`src/rtl/ula_pkg.sv`:
```
// ula_pkg: shared opcode/state enums, data width and opcode legality helper for the ULA arbiter
package ula_pkg;
  localparam int DW = 8;
  typedef enum logic [2:0] {
    OP_ADD = 3'd0,
    OP_SUB = 3'd1,
    OP_AND = 3'd2,
    OP_OR  = 3'd3,
    OP_NOT = 3'd4
  } op_t;
  typedef enum logic [1:0] {
    ST_IDLE = 2'd0,
    ST_EXEC = 2'd1,
    ST_RESP = 2'd2
  } state_t;
  function automatic logic op_illegal(input logic [2:0] op);
    return op > OP_NOT;
  endfunction
endpackage

```
`src/rtl/ula_8_bits_structure.sv`:
```
// ula_8_bits_structure: combinational 8-bit ALU (ADD/SUB with carry/borrow, AND, OR, NOT)
module ula_8_bits_structure
  import ula_pkg::*;
(
  input  logic [2:0]    op_i,
  input  logic [DW-1:0] a_i,
  input  logic [DW-1:0] b_i,
  input  logic          cin_i,
  output logic [DW-1:0] s_o,
  output logic          cout_o
);
  logic [DW:0] sum, dif;
  assign sum = {1'b0, a_i} + {1'b0, b_i} + {{DW{1'b0}}, cin_i};
  assign dif = {1'b0, a_i} - {1'b0, b_i} - {{DW{1'b0}}, cin_i};
  assign s_o = op_i == OP_ADD ? sum[DW-1:0] :
               op_i == OP_SUB ? dif[DW-1:0] :
               op_i == OP_AND ? a_i & b_i :
               op_i == OP_OR  ? a_i | b_i :
               op_i == OP_NOT ? ~a_i : '0;
  assign cout_o = op_i == OP_ADD ? sum[DW] : op_i == OP_SUB ? dif[DW] : 1'b0;
endmodule

```
`src/rtl/ula_arbiter_8_bits.sv`:
```
// ula_arbiter_8_bits: two-requester round-robin front end to one ALU, one transaction in flight (optional RSP_ZERO via ULA_ARBITER_ZERO_FLAG_EN)
module ula_arbiter_8_bits
  import ula_pkg::*;
(
  input  logic                 CLK,
  input  logic                 RST,
  input  logic [1:0]           REQ_VALID,
  output logic [1:0]           REQ_READY,
  input  logic [1:0][2:0]      REQ_OP,
  input  logic [1:0][DW-1:0]   REQ_A,
  input  logic [1:0][DW-1:0]   REQ_B,
  input  logic [1:0]           REQ_CIN,
  output logic [1:0]           RSP_VALID,
  input  logic [1:0]           RSP_READY,
  output logic [DW-1:0]        RSP_S,
  output logic                 RSP_COUT,
  output logic                 RSP_ERR
`ifdef ULA_ARBITER_ZERO_FLAG_EN
  ,
  output logic                 RSP_ZERO
`endif
);
  state_t state_q, state_d;
  logic last_q, idx_q, gnt, accept, done, illegal, cin_q, cout_q, err_q, alu_cout;
  logic [2:0] op_q;
  logic [DW-1:0] a_q, b_q, s_q, alu_s;
  assign gnt = &REQ_VALID ? ~last_q : REQ_VALID[1];
  assign accept = state_q == ST_IDLE && |REQ_VALID;
  assign done = state_q == ST_RESP && RSP_READY[idx_q];
  assign REQ_READY = accept ? (gnt ? 2'b10 : 2'b01) : 2'b00;
  assign RSP_VALID = state_q == ST_RESP ? (idx_q ? 2'b10 : 2'b01) : 2'b00;
  assign RSP_S = s_q;
  assign RSP_COUT = cout_q;
  assign RSP_ERR = err_q;
  assign illegal = op_illegal(op_q);
  ula_8_bits_structure u_alu (
    .op_i   (op_q),
    .a_i    (a_q),
    .b_i    (b_q),
    .cin_i  (cin_q),
    .s_o    (alu_s),
    .cout_o (alu_cout)
  );
  // next state: accept -> execute for one cycle -> hold response until the addressed requester takes it
  always_comb
    state_d = accept ? ST_EXEC : state_q == ST_EXEC ? ST_RESP : done ? ST_IDLE : state_q;
`ifdef ULA_ARBITER_ZERO_FLAG_EN
  logic zero_q;
  assign RSP_ZERO = zero_q;
  // zero flag is registered alongside the result so it changes only when RSP_S does
  always_ff @(posedge CLK)
    if (RST) zero_q <= 1'b0;
    else if (state_q == ST_EXEC) zero_q <= ~illegal & ~|alu_s;
`endif
  // state, grant history, latched request and registered result
  always_ff @(posedge CLK)
    if (RST) begin
      state_q <= ST_IDLE;
      last_q <= 1'b1;
      idx_q <= 1'b0;
      op_q <= '0;
      a_q <= '0;
      b_q <= '0;
      cin_q <= 1'b0;
      s_q <= '0;
      cout_q <= 1'b0;
      err_q <= 1'b0;
    end else begin
      state_q <= state_d;
      if (accept) begin
        idx_q <= gnt;
        last_q <= gnt;
        op_q <= REQ_OP[gnt];
        a_q <= REQ_A[gnt];
        b_q <= REQ_B[gnt];
        cin_q <= REQ_CIN[gnt];
      end
      if (state_q == ST_EXEC) begin
        s_q <= illegal ? '0 : alu_s;
        cout_q <= ~illegal & alu_cout;
        err_q <= illegal;
      end
    end
endmodule
```
`config.mk`:
```
export PLATFORM = sky130hd
export DESIGN_NAME = ula_arbiter_8_bits
export DESIGN_NICKNAME = d
export VERILOG_FILES = /design/src/rtl/ula_pkg.sv /design/src/rtl/ula_8_bits_structure.sv /design/src/rtl/ula_arbiter_8_bits.sv
export SDC_FILE = /design/constraint.sdc
export NUM_CORES = 1
export LEC_CHECK = 0
export CAP_MARGIN = 30
export CORE_MARGIN = 2
export CORE_UTILIZATION = 56
export DETAILED_ROUTE_END_ITERATION = 10
export HOLD_SLACK_MARGIN = 0.12
export PLACE_DENSITY_LB_ADDON = 0.08
export SLEW_MARGIN = 30
export SYNTH_ARGS = -nofsm -noshare
export SYNTH_HDL_FRONTEND = slang
export SYNTH_HIERARCHICAL = 1
export SYNTH_SLANG_ARGS = --single-unit
```
`constraint.sdc`:
```
create_clock -name CLK -period 5 [get_ports CLK]
set_input_delay 0.75 -clock CLK [delete_from_list [all_inputs] [get_ports CLK]]
set_output_delay 0.75 -clock CLK [all_outputs]
set_load 0.05 [all_outputs]
```
==> results.md <==
- Hold Crit Start: RSP_S[2]
- Hold_ws: 0.4750 ns
- Hold Fails Final Rpt: 0
- Pre-Repair DR Iteration Count: 5
- Ys async rst share: 0%
- Share of layout cells above drive strength 1: 9.974%
- WHS Path Cells: 1
- Vias per cell: 5.632
- Post-CTS Repair Setup Buffers: 0
- Antenna Cells: 0
- Critical Path Start Type: input pin
- Worst reg2reg setup slack: 2.23 ns
- Gr ovfl total: 0
- Row Count: 25
- Post-synthesis sequential area ratio: 24.23%
- Full die area: 5599 um2
- FF+latch count, synth: 34
- Most frequent cells in the layout: clkdlybuf4s50_1 (59), nand2_1 (57), dfxtp_1 (34)
- Sw Share: 39.82%
- CTS Buffer Depth: 2
- P&R area growth vs syn: 24.45%
- Latest clock arrival within the worst-skew pair: 0.29 ns
- Pwr Density: 310.8 nW/um2
- CTS Hold Buffers Added: 0
- Detailed Route WL: 6417 um
- Worst rel slew slack: 49.56%
- CTS tree: yes
- Final Setup Violations: 0
- Post-synth EDFFs: 0
- Core area: 4786 um2
- Die height: 74.83 um
- Largest net degree at the start of global routing: 28
- Detail Route Antenna Nets: 0
- Reg2Reg Depth: 10
- Post-Synthesis Cells: 331
- P_sw: 0.4327 mW
- Clk slew on worst S/H paths: 0.06 ns
- Sequential cell fraction of total power: 32.4%
- WS Path Type: in -> out
- Hold Path End: RSP_S[2]
- Worst-Margin Slew: 0.7556 ns
- Post-CTS Resized: 0
- HPWL after DPL: 5011 um
- PortBufs: 59
- Clock share of power: 18.9%
- CTS Sinks: 34
- Top-level I/O count: 60
- Crit end category: output pin
- Antenna violations before repair: 0
- P_leak: 1.431 nW
- Comb pwr share: 48.8%
- Slowest stage delay, CP: 0.82 ns
- Horiz. Die Dim: 74.83 um
- Placed Cells: 442
- Commonest non-fill, non-tap cell in the layout: clkdlybuf4s50_1
- Max Clock Skew: 0.007800 ns
- Crit-path most repeated cell: clkdlybuf4s50_1
- Vias: 2523
- Status: completed
- Worst path buffer plus inverter count: 3
- Class of the worst hold path: reg -> reg
- Worst endpoint data arrival time: 2.71 ns
- Tmin final: 3.464 ns
- Tot GR Track Use: 25.06%
- Cells along the critical path: clkdlybuf4s50_1, or2_1, buf_4, and3_1, clkdlybuf4s50_1
- WP data required: 4.25 ns
- Yosys Warn Count: 6
- Netlist Area Pre-Place: 2809 um2
- GPL Wtd Cong: 0.8744
- First-pass GRT wire length: 10750 um
- Final core occ: 73.05%
- Max_cap viols: 0
- Nets: 462
- Clk root buf: clkbuf_8
- Pint: 0.6539 mW
- First DRT Iteration DRCs: 157
- WL/cell: 14.32 um
- Max Fanout on Critical Path: 24
- Max Slew Vio Count: 0
- Average cell area after synthesis: 8.486 um2
- Non-Filler Instances: 448
- Fmax: 0.2886 GHz
- R2r endpoint: RSP_S[5]
- Dominant synthesized flop cell: dfxtp_1
- Vias in the first global route: 2376
- Drc violations: 0
- Syn Nets: 411
- Final period util: 69.29%
- H-tree depth: 2
- R2R Path Start: a_q[0]
- Post-route setup TNS: 0 ns
- Family with the most delay on the worst path: buffers and inverters
- Slowest CP cell: clkdlybuf4s50_1
- RSZ-0062 raised after global routing: false
- Num CTS Buffers: 5
- Maximum vdd drop: 0.0001584 V
- Final Power: 1.087 mW
- Post-synthesis cell type count: 51
- Starting Density: 58.69%
==> state kept, by name (all words and copies together) (netlist names), 2 cells and up <==
name / count
RSP_S: 8
state_q: 2
a_q: 8
op_q: 3
b_q: 8
==> cells by family (layout without fill, tap and decap cells) <==
group / after synthesis / in the layout / share of synthesized area [%]
compound gates: 104 / 104 / 30.73
xor+xnor: 11 / 11 / 3.430
fa+ha+maj: 34 / 34 / 16.21
buf+inv: 45 / 95 / 7.038
flops: 34 / 34 / 24.23
mux: 6 / 6 / 2.183
simple gates: 97 / 97 / 16.17
==> routing by layer <==
| metal | GRT usage (%) | share of wire [%] | vias to the layer above | wire length, um |
|---|---|---|---|---|
| met5 | 0 | 0 | - | 0 |
| met4 | 6.746 | 0.89 | 0 | 57 |
| met3 | 5.756 | 4.5 | 5 | 291 |
| met2 | 44.44 | 49 | 66 | 3158 |
| met1 | 30.40 | 45 | 1174 | 2910 |
| li1 | - | - | 1278 | - |
==> power by group through the flow <==
| stage | Clock, mW | Sequential (mW) | Combinational, mW |
|---|---|---|---|
| finish | 0.205 | 0.352 | 0.530 |
| CTS | 0.210 | 0.352 | 0.526 |
| detailed placement | 0 | 0.358 | 0.524 |
| global placement | 0 | 0.356 | 0.510 |
| global route | 0.221 | 0.359 | 0.585 |
| floorplan | 0 | 0.363 | 0.388 |
==> cell type report <==
class | count | area (um2)
Tap cell | 67 | 83.83
Fill cell | 393 | 1290
Multi-Input combinational cell | 252 | 1931
Sequential cell | 34 | 680.7
Timing Repair Buffer | 63 | 620.6
Inverter | 26 | 97.59
Clock buffer | 6 | 82.58
==> cell usage after synthesis, drive strengths merged, types with 5 or more instances <==
library cell,instances,area share (%)
inv,26,3.5
xnor2,6,1.9
o22ai,5,1.1
nor2,12,1.6
ha,30,13
a21boi,5,1.6
clkbuf,6,0.80
buf,13,2.8
a21oi,27,4.8
dfxtp,34,24
xor2,5,1.6
o21ai,15,2.7
a22o,10,3.1
mux2i,5,1.8
nand2,57,7.6
a311oi,20,11
nand3,6,1.1
==> through the flow <==
step | setup WS, ns | instance area [um2]
after floorplan | 2.480 | 2809
after global placement | 1.588 | 3413
after detailed placement | 1.565 | 3413
after CTS | 1.557 | 3496
after global routing | 1.475 | 3496
final | 1.536 | 3496
==> how the worst max path moves through the flow <==
stage,startpoint,to,slack [ns],cells past startpoint
after CTS,REQ_VALID[0],REQ_READY[1],1.56,5
after detailed placement,REQ_VALID[0],REQ_READY[1],1.56,5
after floorplan,a_q[0],RSP_S[5],2.48,10
final,REQ_VALID[0],REQ_READY[1],1.54,5
after global routing,REQ_VALID[0],REQ_READY[1],1.47,5
after global placement,REQ_VALID[0],REQ_READY[1],1.59,5
Power figures use the tool's default switching activity.
==> variant 1 (same settings) <==
Build with the macro `ULA_ARBITER_ZERO_FLAG_EN` defined.
--- a/src/rtl/ula_arbiter_8_bits.sv
+++ b/src/rtl/ula_arbiter_8_bits.sv
@@ -1,4 +1,6 @@
 // ula_arbiter_8_bits: two-requester round-robin front end to one ALU, one transaction in flight (optional RSP_ZERO via ULA_ARBITER_ZERO_FLAG_EN)
+`define ULA_ARBITER_ZERO_FLAG_EN
+
 module ula_arbiter_8_bits
   import ula_pkg::*;
 (
Function (old outputs only; new: RSP_ZERO): kept (equiv_simple and equiv_induct, registers matched by name and starting in step).
==> variant 1 against the original RTL <==
Clock skew grew 5.5 ps. Register-to-register slack worse by 220 ps. Setup slack worse by 320 ps. Cell area increased by 2.0%. Wire length is 9.0% higher. First-iteration DRC count did not move. Total power grew 7.8%. Sequential cell count up 1. Area after synthesis increased by 1.6%. Critical path type unchanged. Largest power group unchanged.
==> variant 1: results (changes against the original RTL) <==
Outcome
  – Status: finished, final reports clean (unchanged)

Synth
  – Syn Nets: 415 (was 411)
  – Mux share of post-synthesis cell area: 2.15% (was 2.18%)
  – Library cells used by synthesis: 53 (was 51)
  – XOR/XNOR Fraction of Synth Area: 3.38% (was 3.43%)
  – Synth Area in Compound Gates: 30.5% (was 30.7%)
  – Sequential share of the synthesized area: 24.6% (was 24.2%)
  – Adder-cell area share of the yosys netlist: 16.0% (was 16.2%)
  – Top cells by area, synth: dfxtp_1 25%, ha_1 13%, a311oi_2 11% (was dfxtp_1 24%, ha_1 13%, a311oi_2 11%)
  – Post-synth top flop: dfxtp_1 (unchanged)
  – Commonest cells post-synth: 57 x nand2_1, 35 x dfxtp_1, 30 x ha_1 (was 57 x nand2_1, 34 x dfxtp_1, 30 x ha_1)

GRT
  – Met1 GRT Util: 33.4% (was 30.4%)
  – Met2 global-route usage: 45.4% (was 44.4%)
  – GRT Resource Usage Total: 26.6% (was 25.1%)
  – Largest net degree at the start of global routing: 25 (was 28)
  – Wire length of the first global-routing pass: 11700 um (was 10800 um)
  – Met3 Use GR: 5.95% (was 5.76%)
  – Vias in the first global route: 2598 (was 2376)

Power and ir drop
  – P_leak: 1.45 nW (was 1.43 nW)
  – Peak supply drop: 0.000188 V (was 0.000158 V)

Placement
  – DP Area: 0.00345 mm^2 (was 0.00341 mm^2)
  – Port buffer count: 60 (was 59)
  – Hpwl dp: 5480 um (was 5010 um)
  – Placer Congestion: 1.01 (was 0.874)

Clock network
  – Clock Path Buffers: 2 (unchanged)
  – H-tree depth: 2 (unchanged)
  – Root Driver: clkbuf_8 (unchanged)
  – Worst-path clk slew: 80 ps (was 60 ps)
  – Clock Latency Late Sink: 290 ps (about the same)

Finish
  – Share of post-route cells with drive strength above 1: 10.4% (was 9.97%)
  – NumNets Final: 465 (was 462)
  – Fill count: 389 (was 393)

Detailed routing
  – DR vias/cell: 5.78 (was 5.63)
  – Drt total wl: 7000 um (was 6420 um)
  – Router iterations before antenna repair: 5 (unchanged)

Setup path
  – Worst reg2reg path depth: 11 (was 10)
  – R2r endpoint: RSP_ZERO (was RSP_S[5])
  – CP Capture Point: REQ_READY[0] (was REQ_READY[1])
  – Reg-to-reg slack, setup: 2010 ps (was 2230 ps)
  – Arr. time, crit path: 3030 ps (was 2710 ps)

STA
  – Worst slew pin tran: 923 ps (was 756 ps)
  – Setup Skew: 13.3 ps (was 7.80 ps)

Flow run
  – Max-Cap Viols: 0 (unchanged)
## variant 1: critical path: stages
cell and delay [ps]:
clkdlybuf4s50_1 490, or2_1 620, nand2_1 200, nor2_1 160, clkdlybuf4s50_1 820
## variant 1: report_power, final
group / internal [mW] / switching [mW] / leakage, nW
clock network: 0.148 / 0.104 / 0.0581
logic: 0.246 / 0.312 / 1.10
registers: 0.312 / 0.0496 / 0.289
total: 0.706 / 0.465 / 1.45
## variant 1: worst min-delay path by stage
stage	start	end	slack (ps)
2_1_floorplan	last_q	last_q	460
3_3_place_gp	RSP_ZERO	RSP_ZERO	460
3_5_place_dp	RSP_S[5]	RSP_S[5]	460
4_1_cts	RSP_COUT	RSP_COUT	480
5_1_grt	RSP_S[5]	RSP_S[5]	500
6_report	RSP_COUT	RSP_COUT	480
## variant 1: cell type report
type | count | area, um^2 | area share [%]
sequential | 35 | 701 | 19.6
tap | 67 | 83.8 | 2.35
multi-input combinational | 255 | 1960 | 54.8
clock buffer | 5 | 68.8 | 1.93
timing repair buffer | 62 | 616 | 17.3
clock inverter | 3 | 43.8 | 1.23
inverter | 26 | 97.6 | 2.74
## variant 1: cells by family after synthesis
kind of cell               Yosys count
AOI/OAI and AO/OA                  105
muxes                                6
buffers and inverters               45
adders and majority gates           34
DFF                                 35
and+or+nand+nor                     99
xor gates and xnor gates            11
## variant 1: routing by layer
metal,wire length (um),up-vias
li1,-,1295
met1,3010,1220
met2,3390,95
met3,470,8
met4,125,0
met5,0,-
## variant 1: stage by stage
step / worst slack (ps) / total power, mW / util [%] / hold WS (ps) / std cells
6_report: 1220 / 1.17 / 74.0 / 478 / 453
5_1_grt: 1040 / 1.25 / 74.0 / 503 / 453
4_1_cts: 1210 / 1.17 / 74.0 / 481 / 453
3_5_place_dp: 1220 / 0.917 / 71.7 / 458 / 445
3_3_place_gp: 1260 / 0.906 / 71.7 / 457 / 445
2_1_floorplan: 2270 / 0.771 / - / 461 / 335
==> variant 2 (config.mk and constraints unchanged) <==
Made on the original files. Put one more register stage on the output `RSP_ERR`, cleared by the reset. The value now appears one clock later. The other outputs are not delayed to match.
--- a/src/rtl/ula_arbiter_8_bits.sv
+++ b/src/rtl/ula_arbiter_8_bits.sv
@@ -31,7 +31,13 @@
   assign RSP_VALID = state_q == ST_RESP ? (idx_q ? 2'b10 : 2'b01) : 2'b00;
   assign RSP_S = s_q;
   assign RSP_COUT = cout_q;
-  assign RSP_ERR = err_q;
+  always_ff @(posedge CLK) begin
+      if (RST) begin
+          RSP_ERR <= '0;
+      end else begin
+          RSP_ERR <= err_q;
+      end
+  end
   assign illegal = op_illegal(op_q);
   ula_8_bits_structure u_alu (
     .op_i   (op_q),
Behaviour: not the same (a bounded check fails within 4 cycles, from zero or initial values and one cycle with RST high).
==> variant 2 against the original RTL <==
Wire length increased by 4.6%. Critical path depth fell by 1. Sequential power rose by 2%. Sequential share of layout area is 0.17 points higher. Count of clock-buffer cells in the layout stayed put. Sequential cell count grew 1. Register-to-register slack improved by 20 ps. Total power grew 1.6%. Utilization is 1.8 points lower. Area after synthesis rose by 2.1%. Cell area is 2.0% higher. Setup slack better by 24 ps. Critical path type unchanged.
==> variant 2: results (changes against the original RTL) <==
Outcome
  – Status: finished, final reports clean (unchanged)

Clock network
  – H-tree depth: 2 (unchanged)
  – Worst-path clk slew: ~70 ps
  – Root Driver: clkbuf_8 (unchanged)
  – Total CTS buffers: 5 (unchanged)
  – Clock Latency Late Sink: 280 ps
  – Post-CTS Resized: 0 (unchanged)
  – Post-CTS Setup Bufs: 0 (unchanged)
  – Clock Path Buffers: 2 (unchanged)

GRT
  – Initial antenna violation count: 0 (unchanged)
  – Wire length of the first global-routing pass: 11100 um (was 10800 um)
  – Vias in the first global route: 2446 (was 2376)
  – GRT Resource Usage Total: 25.1% (about the same)
  – Largest net degree at the start of global routing: 29 (was 28)

Placement
  – Hpwl dp: 5140 um (was 5010 um)
  – Placer Congestion: 0.872 (was 0.874)
  – Port buffer count: 59 (unchanged)
  – DP Area: 0.00348 mm^2 (was 0.00341 mm^2)

Synth
  – Syn Nets: 415 (was 411)
  – Top cells by area, synth: dfxtp_1 24%, ha_1 13%, a311oi_2 10% (was dfxtp_1 24%, ha_1 13%, a311oi_2 11%)
  – Synth async-reset ratio: 0% (unchanged)
  – Sequential share of the synthesized area: 24.4% (was 24.2%)
  – Commonest cells post-synth: 50 x nand2_1, 35 x dfxtp_1, 30 x ha_1 (was 57 x nand2_1, 34 x dfxtp_1, 30 x ha_1)
  – Library cells used by synthesis: 57 (was 51)
  – Synth warn: 6 (unchanged)

STA
  – WHS: 475 ps (about the same)
  – Worst slew pin tran: 707 ps (was 756 ps)
  – Setup Skew: 8.91 ps (was 7.80 ps)

Setup path
  – Worst-path fanout max: 10 (was 24)
  – Reg-to-reg slack, setup: 2250 ps (was 2230 ps)
  – Crit-path slowest cell: clkdlybuf4s50_1 (unchanged)
  – Crit path max-delay family: buffers and inverters (unchanged)
  – Worst path max stage delay: 820 ps (about the same)
  – CP Buf/Inv Count: 2 (was 3)
  – Arr. time, crit path: 2690 ps (was 2710 ps)

Finish
  – Inserted Diodes: 0 (unchanged)
  – Share of post-route cells with drive strength above 1: 10.6% (was 9.97%)
  – Fill count: 425 (was 393)
  – NumNets Final: 467 (was 462)

Flow run
  – Max-Cap Viols: 0 (unchanged)

Power and ir drop
  – P_leak: 1.43 nW (about the same)
  – Switching share of total power: 40.0% (was 39.8%)
  – Peak supply drop: 0.000243 V (was 0.000158 V)

Detailed routing
  – Drt wl/cell: 14.7 um (was 14.3 um)
  – Router iterations before antenna repair: 4 (was 5)
  – DRT iter0 DRCs: 194 (was 157)
  – DR vias: 2612 (was 2523)

Hold path
  – Min-Delay Path Class: reg -> reg (unchanged)
-- variant 2: metal layers --
layer  routed length [um]  track usage (%)  up-vias
met5                    0                0        -
met4                   72             7.60        0
met3                  361             4.37        7
met2                 3260             42.9       93
met1                 3020             32.4     1215
li1                     -                -     1297
-- variant 2: cells by family (layout without fill, tap and decap cells) --
logic type,count (synthesis),count (layout),share of synthesized area (%)
AND/OR/NAND/NOR,91,91,15.8
adder cells (fa/ha/maj),34,34,15.9
XOR/XNOR,8,8,2.44
buffers and inverters,47,99,7.20
AO/OA/AOI/OAI,114,114,31.7
multiplexers,6,6,2.57
flip-flops,35,35,24.4
-- variant 2: layout make-up --
cell class                      instances  share of cell area, %
Timing Repair Buffer                   63                   17.4
Multi-Input combinational cell        253                   55.0
Tap cell                               70                   2.46
Sequential cell                        35                   19.6
Clock buffer                            6                   2.31
Inverter                               29                   3.05
Clock inverter                          1                  0.140
-- variant 2: path summary, 6_finish.rpt --
kind	from	to	cells after the start
worst max register to register	a_q[0]	RSP_S[7]	10
worst min-delay path	RSP_S[2]	RSP_S[2]	1
worst max-delay path	REQ_VALID[1]	REQ_READY[1]	4
worst min register to register	RSP_S[2]	RSP_S[2]	1
-- variant 2: through the flow --
step	setup WS (ps)	util [%]	instances
final	1560	71.2	457
after CTS	1560	71.2	457
after global routing	1460	71.2	457
after global placement	1590	69.5	450
after detailed placement	1560	69.5	450
after floorplan	2500	-	335
-- variant 2: power by group through the flow --
stage | clock network (mW) | logic, mW | registers (mW)
3_3_place_gp | 0 | 0.517 | 0.363
4_1_cts | 0.212 | 0.534 | 0.359
2_1_floorplan | 0 | 0.387 | 0.374
3_5_place_dp | 0 | 0.530 | 0.365
6_report | 0.208 | 0.536 | 0.360
5_1_grt | 0.222 | 0.596 | 0.367
